**src/rtl/uart_loopback_top.sv**
```systemverilog
// UART 8-N-1 transmitter and receiver joined by one internal serial line.
// A one-cycle trigger sends a byte; the receiver reports it with a one-cycle strobe.
module uart_loopback_top #(
    parameter int unsigned BAUD_CNT = 50
) (
    input  logic       sclk,
    input  logic       rst_n,
    input  logic       tx_trig,
    input  logic [7:0] tx_data,
    output logic [7:0] rx_data,
    output logic       po_flag
);

    localparam int unsigned CntW = $clog2(BAUD_CNT);
    localparam logic [CntW-1:0] CntMax = CntW'(BAUD_CNT - 1);
    localparam logic [CntW-1:0] CntMid = CntW'(BAUD_CNT / 2 - 1);

    typedef enum logic {TxIdle, TxBusy} tx_state_e;
    typedef enum logic {RxIdle, RxRecv} rx_state_e;

    tx_state_e       r_tx_state, w_tx_state_nxt;
    logic [CntW-1:0] r_tx_cnt;
    logic [3:0]      r_tx_bit;
    logic [7:0]      r_tx_shift;
    logic            r_tx_line;
    logic            w_tx_start, w_tx_bit_end, w_tx_done;

    rx_state_e       r_rx_state, w_rx_state_nxt;
    logic [CntW-1:0] r_rx_cnt;
    logic [3:0]      r_rx_bit;
    logic [7:0]      r_rx_shift;
    logic [7:0]      r_rx_data;
    logic            r_po_flag;
    logic            r_sync1, r_sync2, r_sync3;
    logic            w_fall, w_rx_sample, w_rx_glitch, w_rx_last;

    // ---------------- Transmitter ----------------
    always_ff @(posedge sclk or negedge rst_n) begin
        if (!rst_n) r_tx_state <= TxIdle;
        else        r_tx_state <= w_tx_state_nxt;
    end

    always_comb begin
        w_tx_state_nxt = r_tx_state;
        unique case (r_tx_state)
            TxIdle:  if (tx_trig)   w_tx_state_nxt = TxBusy;
            TxBusy:  if (w_tx_done) w_tx_state_nxt = TxIdle;
            default: w_tx_state_nxt = TxIdle;
        endcase
    end

    always_comb begin
        w_tx_start   = (r_tx_state == TxIdle) && tx_trig;
        w_tx_bit_end = (r_tx_state == TxBusy) && (r_tx_cnt == CntMax);
        w_tx_done    = w_tx_bit_end && (r_tx_bit == 4'd9);
    end

    always_ff @(posedge sclk or negedge rst_n) begin
        if (!rst_n) begin
            r_tx_cnt   <= '0;
            r_tx_bit   <= '0;
            r_tx_shift <= '0;
            r_tx_line  <= 1'b1;
        end else if (w_tx_start) begin
            r_tx_shift <= tx_data;
            r_tx_cnt   <= '0;
            r_tx_bit   <= '0;
            r_tx_line  <= 1'b0;
        end else if (r_tx_state == TxBusy) begin
            if (w_tx_bit_end) begin
                r_tx_cnt <= '0;
                r_tx_bit <= w_tx_done ? 4'd0 : r_tx_bit + 4'd1;
                // Bits 0..7 ended: put the next data bit out; otherwise stop/idle level.
                if (r_tx_bit < 4'd8) begin
                    r_tx_line  <= r_tx_shift[0];
                    r_tx_shift <= {1'b0, r_tx_shift[7:1]};
                end else begin
                    r_tx_line <= 1'b1;
                end
            end else begin
                r_tx_cnt <= r_tx_cnt + 1'b1;
            end
        end
    end

    // ---------------- Receiver ----------------
    always_ff @(posedge sclk or negedge rst_n) begin
        if (!rst_n) begin
            r_sync1 <= 1'b1;
            r_sync2 <= 1'b1;
            r_sync3 <= 1'b1;
        end else begin
            r_sync1 <= r_tx_line;
            r_sync2 <= r_sync1;
            r_sync3 <= r_sync2;
        end
    end

    assign w_fall = r_sync3 & ~r_sync2;

    always_ff @(posedge sclk or negedge rst_n) begin
        if (!rst_n) r_rx_state <= RxIdle;
        else        r_rx_state <= w_rx_state_nxt;
    end

    always_comb begin
        w_rx_state_nxt = r_rx_state;
        unique case (r_rx_state)
            RxIdle:  if (w_fall)                   w_rx_state_nxt = RxRecv;
            RxRecv:  if (w_rx_glitch || w_rx_last) w_rx_state_nxt = RxIdle;
            default: w_rx_state_nxt = RxIdle;
        endcase
    end

    always_comb begin
        w_rx_sample = (r_rx_state == RxRecv) && (r_rx_cnt == CntMid);
        w_rx_glitch = w_rx_sample && (r_rx_bit == 4'd0) && r_sync2;
        w_rx_last   = w_rx_sample && (r_rx_bit == 4'd9);
    end

    always_ff @(posedge sclk or negedge rst_n) begin
        if (!rst_n) begin
            r_rx_cnt   <= '0;
            r_rx_bit   <= '0;
            r_rx_shift <= '0;
            r_rx_data  <= '0;
            r_po_flag  <= 1'b0;
        end else begin
            r_po_flag <= w_rx_last && r_sync2;
            if (w_rx_last && r_sync2) r_rx_data <= r_rx_shift;
            if (r_rx_state == RxIdle) begin
                if (w_fall) begin
                    r_rx_cnt <= '0;
                    r_rx_bit <= '0;
                end
            end else begin
                r_rx_cnt <= (r_rx_cnt == CntMax) ? '0 : r_rx_cnt + 1'b1;
                if (w_rx_sample) begin
                    r_rx_bit <= r_rx_bit + 4'd1;
                    if (r_rx_bit >= 4'd1 && r_rx_bit <= 4'd8)
                        r_rx_shift <= {r_sync2, r_rx_shift[7:1]};
                end
            end
        end
    end

    assign rx_data = r_rx_data;
    assign po_flag = r_po_flag;

endmodule

```
**config.mk**
```make
export PLATFORM = sky130hd
export DESIGN_NAME = uart_loopback_top
export DESIGN_NICKNAME = d
export VERILOG_FILES = /design/src/rtl/uart_loopback_top.sv
export SDC_FILE = /design/constraint.sdc
export NUM_CORES = 1
export LEC_CHECK = 0
export BUFFER_PORTS_ARGS = -buffer_cell sky130_fd_sc_hd__buf_4
export CAP_MARGIN = 15
export CORE_UTILIZATION = 45
export CTS_BUF_LIST = sky130_fd_sc_hd__clkbuf_2 sky130_fd_sc_hd__clkbuf_4 sky130_fd_sc_hd__clkbuf_8
export DETAILED_ROUTE_END_ITERATION = 7
export SETUP_SLACK_MARGIN = 0.05
export SYNTH_ARGS = -nofsm -noshare
export SYNTH_HDL_FRONTEND = slang
export SYNTH_SLANG_ARGS = --single-unit
```
**constraint.sdc**
```tcl
create_clock -name sclk -period 3.9 [get_ports sclk]
set_input_delay 0 -clock sclk [delete_from_list [all_inputs] [get_ports sclk]]
set_output_delay 0 -clock sclk [all_outputs]
set_load 0.05 [all_outputs]
```
# == After elaboration in Yosys (flattened, before gate mapping) ==
# Index checks and enable logic that the tools add are counted.
# totals
reg_bits,51
latch_bits,0
mem_bits_rw,0
mem_bits_ro,0
out_inout_bits,9
word_cells,77
mem_count,0
# op_classes
n_addsub,4
n_mul,0
n_div,0
magnitude_cmp,3
n_eq_ne,6
n_shift,0
mux,27
bitwise_logic,4
reduce_logical,19
# op_table
operator,n
two-way mux 6 bit,6
two-way mux 8 bit,4
two-way mux 4 bit,7
"adder 6 x 1 -> 6 bit, second input constant",2
"equality test 6 bit, second input constant",2
logical AND 1 bit,9
"adder 4 x 1 -> 4 bit, second input constant",2
"equality test 4 bit, second input constant",2
two-way mux 1 bit,8
nonzero test 2 bit,4
"equality test 6 x 5 -> 1 bit, second input constant",1
AND reduction 3 bit,2
"greater-or-equal comparator 4 x 1 -> 1 bit, second input constant",1
"<= comparator 4 bit, second input constant",1
logical NOT 4 bit,1
"less-than comparator 4 bit, second input constant",1
one-hot mux 1 bit (2 select lines),2
AND reduction 2 bit,2
inverter 1 bit,3
"inequality test 2 x 1 -> 1 bit, second input constant",1
AND 1 bit,1
logical OR 1 bit,1

# == Longest topological paths before layout ==
# logic_depth
ltp_word,7
mapped_depth,8
ltp_nobuf,6

# == Least setup slack after synthesis ==
# Ideal clock, no wire load.
# synth_path
path_type,reg-to-reg
start,register r_rx_cnt[0]
end,register r_rx_shift[0]
setup_ns,0.125
arrival_time_ns,1.881
required_time_ns,3.775
setup_slack_ns,1.894
path_stages_with_launch,8
period_less_slack_ns,2.006
path_cell_list,dfrtp_1 -> inv_1 -> ha_1 -> nand2_1 -> or4_4 -> buf_6 -> a211oi_4 -> mux2_2
# synth_via
elab_chain_len,3
# synth_rtl
item,line,source
"start, declared",29,logic [CntW-1:0] r_rx_cnt;
"start signal, assigned",137,r_rx_cnt <= (r_rx_cnt == CntMax) ? '0 : r_rx_cnt + 1'b1;
equality test 6 x 5 -> 1 bit,116,w_rx_sample = (r_rx_state == RxRecv) && (r_rx_cnt == CntMid);
logical AND 1 bit,116,
AND reduction 3 bit (no source line),n/a,
"end signal, assigned",141,"r_rx_shift <= {r_sync2, r_rx_shift[7:1]};"
"end, declared",31,logic [7:0] r_rx_shift;
# Every way passes these cells.
# A chain may end at the register's enable or synchronous reset.

# == Worst setup path after layout ==
# layout_path
start,register r_tx_state
end,register r_tx_shift[2]
# layout_via
elab_chain_len,4
# layout_rtl
item,line,source
"start, declared",21,"tx_state_e r_tx_state, w_tx_state_nxt;"
"start signal, assigned",39,if (!rst_n) r_tx_state <= TxIdle;
"start signal, assigned",40,else r_tx_state <= w_tx_state_nxt;
inverter 1 bit,n/a,
logical AND 1 bit,53,w_tx_start = (r_tx_state == TxIdle) && tx_trig;
nonzero test 2 bit (no source line),n/a,
AND reduction 3 bit (no source line),n/a,
"end signal, assigned",65,r_tx_shift <= tx_data;
"end signal, assigned",76,"r_tx_shift <= {1'b0, r_tx_shift[7:1]};"
"end, declared",24,logic [7:0] r_tx_shift;
# Several ways; a longest one is shown, not always the timed one.

==> impl_metrics.py <==
metrics = {
    "critical_path": {
        "crit_type": "flip-flop to flip-flop",
        "endpoint_kind": "flip-flop",
        "r2r_slack_ps": 1670,
        "cp_cell_sequence": "nand4_1, or3_1, a21boi_1, a2bb2oi_1",
        "slowest_stage": "dfrtp_1",
        "reg2reg_to": "r_tx_shift[2]",
        "cpLargestDelayFamily": "compound AO/OA/AOI/OAI gates",
        "crit_required_ps": 4130,
        "slowest_delay_ps": 610,
        "worstRegToRegCells": 4,
        "cp.depth": 4,
        "crit_path_start": "r_tx_state",
        "worstPathArrival_ps": 2460,
        "cp-endpoint": "r_tx_shift[2]",
        "start_kind": "flip-flop",
        "r2r_start": "r_tx_state",
        "cp_max_fo": 17,
        "worstPathBufferInverterCount": 0,
    },
    "floorplan": {
        "core_area_sq_mm": 0.005075,
        "rows": 26,
        "dieArea_sq_mm": 0.005558,
        "start_util": 0.4667,
        "dieWidth_um": 74.55,
        "ioPinCount": 20,
        "die_y_um": 74.55,
    },
    "synthesis": {
        "yosysSeqAreaShare": 0.5409,
        "yosys_register_bits": 51,
        "ys_types": 42,
        "synth_nets": 232,
        "yosysWarningCount": 0,
        "synthArstFlopShare": 1.000,
        "synth_edf_count": 0,
        "syn_area_sq_mm": 0.002369,
        "synthFlopType": "dfrtp_1",
        "postSynthCellCount": 211,
        "syn_avg_cell_area_sq_um": 11.23,
    },
    "status": {
        "status": "completed",
    },
    "final_layout": {
        "drive_gt1_frac": 0.2236,
        "fillers": 476,
        "final_area_sq_mm": 0.002749,
        "synthToLayoutAreaGrowth_pct": 16.06,
        "num_antenna_cells": 0,
        "regArea_sq_mm": 0.001281,
        "multi_input_area_sq_mm": 0.001008,
        "num-nets-final": 257,
        "post-route-util": 0.5417,
    },
    "clock_tree": {
        "clockRootBuffer": "clkbuf_8",
        "worstSkewPairLatency_ps": 310,
        "cts_setup_buffers": 0,
        "cts_buffers": 5,
        "postCtsResizedCells": 0,
        "clk_path_buf_depth": 2,
        "cts_tree": "yes",
        "clk_pin_slew_worst_paths_ps": 100,
        "ctsHtreeMaxLevel": 2,
        "hold_buffers": 7,
        "clock-sinks": 51,
    },
    "power_and_ir_drop": {
        "p_leak_nw": 1.284,
        "power_switching_w": 0.0005499,
        "switching_share": 0.3287,
        "intPower_w": 0.001123,
        "peakVddDrop_mv": 0.3371,
        "p_per_area_mw_per_mm2": 608.7,
        "power.share.combinational": 0.250,
        "clkPwrFrac": 0.226,
        "pwr-share-seq": 0.524,
    },
    "sta": {
        "rsz0062_at_grt": "no",
        "max_slew_margin": 0.4655,
        "tightest_slew_ps": 795.6,
        "setup_viol": 0,
        "clock_skew_ps": 11.18,
        "maxSlewViolCount": 0,
        "hold_viol_final": 0,
        "fin_crit_sh": 0.5707,
        "fin_ws_ps": 1674,
        "fin_setup_tns_ps": 0,
        "fmax_ghz": 0.4493,
        "period_minus_slack_ps": 2226,
    },
    "place": {
        "placed_area_sq_mm": 0.002561,
        "port-buffer-count": 19,
        "place.gp.congestion": 0.7789,
        "dp_slack_ps": 1706,
        "dpl.hpwl_mm": 2.705,
    },
    "drt": {
        "detail_route.wl_per_cell_um": 13.10,
        "ant_nets": 0,
        "viasPerCell": 5.313,
        "drtIter0Drc": 62,
        "wirelength_mm": 4.021,
        "firstDrtPassIters": 4,
        "via_count": 1631,
        "route.detailed.drc": 0,
    },
    "global_routing": {
        "grt-ovfl-total": 0,
        "grt_pass1_wl_mm": 7.210,
        "track_usage": 0.1713,
        "antenna_found_initial": 0,
        "first_global_vias": 1573,
        "grt_max_degree": 52,
    },
    "hold_path": {
        "min_path_type": "primary input to flip-flop",
    },
    "run": {
        "drv_cap": 0,
    },
}
[area by class of cell]
type                       instances  area share
inverter                          11     0.01502
timing repair buffer              26     0.07738
tap                               70     0.03186
sequential                        51      0.4661
clock buffer                       6     0.03004
multi-input combinational        141      0.3669
clock inverter                     2     0.01274
[power groups by stage]
stage	Sequential, W	Clock [W]	Combinational [W]
2_1_floorplan	0.000823	0	0.000367
3_3_place_gp	0.000881	0	0.000408
3_5_place_dp	0.000883	0	0.000421
4_1_cts	0.000875	0.000394	0.000425
5_1_grt	0.000907	0.000412	0.000495
6_report	0.000876	0.000378	0.000419
[state kept, by name (all words and copies together), names as in the netlist]
register    flops
r_rx_shift      8
r_tx_shift      8
rx_data         8
r_rx_cnt        6
r_tx_cnt        6
r_rx_bit        4
r_tx_bit        4
po_flag         1
r_rx_state      1
r_sync1         1
r_sync2         1
r_sync3         1
r_tx_line       1
r_tx_state      1
[worst min-delay path: stages]
cell       delay [ps]
buf_4              80
o22ai_1            50
a2bb2oi_1         140
[stage by stage]
stage               power [W]  hold WS [ps]  std cells
finish               0.001673         14.85        307
global route         0.001814         40.19        307
CTS                  0.001694         4.893        307
detailed placement   0.001304         70.39        292
global placement     0.001290         65.17        292
floorplan            0.001190        -295.6        211
[cells in the final DEF (no fill, tap or decap), types with 4 or more instances in the layout]
cell and instances:
a2bb2oi_1 7, nor2_1 8, inv_1 11, a21oi_1 6, o21ai_0 15, nor3_1 4
nand2_1 15, dfrtp_1 47, buf_4 19, clkbuf_8 6, o22ai_1 8, nand3_1 12
ha_1 10, dlygate4sd3_1 7, dfstp_2 4, mux2_2 16
[routing by layer]
metal	vias up	routed length [um]	global-route usage
met5	-	0	0
met4	0	64	0.06709
met3	5	121	0.04065
met2	19	1867	0.2813
met1	794	1966	0.2187
li1	813	-	-
[worst min-delay path by stage]
stage	start	endpoint	slack, ps	cells past startpoint
finish	tx_data[6]	r_tx_shift[6]	10	3
global route	tx_trig	r_tx_cnt[0]	40	3
CTS	tx_data[6]	r_tx_shift[6]	5	3
detailed placement	rst_n	r_rx_cnt[3]	70	1
global placement	rst_n	r_rx_cnt[4]	70	1
floorplan	rst_n	po_flag	-300	0
[cell families after synthesis]
logic type	Yosys count	share of synthesized area
compound gates	50	0.1426
fa+ha+maj	10	0.05283
simple gates	59	0.1310
flops	51	0.5409
mux	18	0.08452
buf+inv	19	0.03328
xor+xnor	4	0.01479
[synthesized netlist by cell type (all sizes together), types with 3 or more instances]
cell type	instances	share of area
clkbuf	7	0.011
dfstp	4	0.044
o31ai	3	0.0095
dfrtp	47	0.50
a2bb2oi	7	0.026
o21ai	15	0.032
nand2b	3	0.0079
ha	10	0.053
inv	11	0.017
nor2	9	0.015
nand2	16	0.026
a21oi	6	0.013
xor2	3	0.011
o22ai	8	0.021
mux2	16	0.076
nor3	4	0.0085
nand3	12	0.025
No activity file was read; power rests on OpenSTA's default activity.
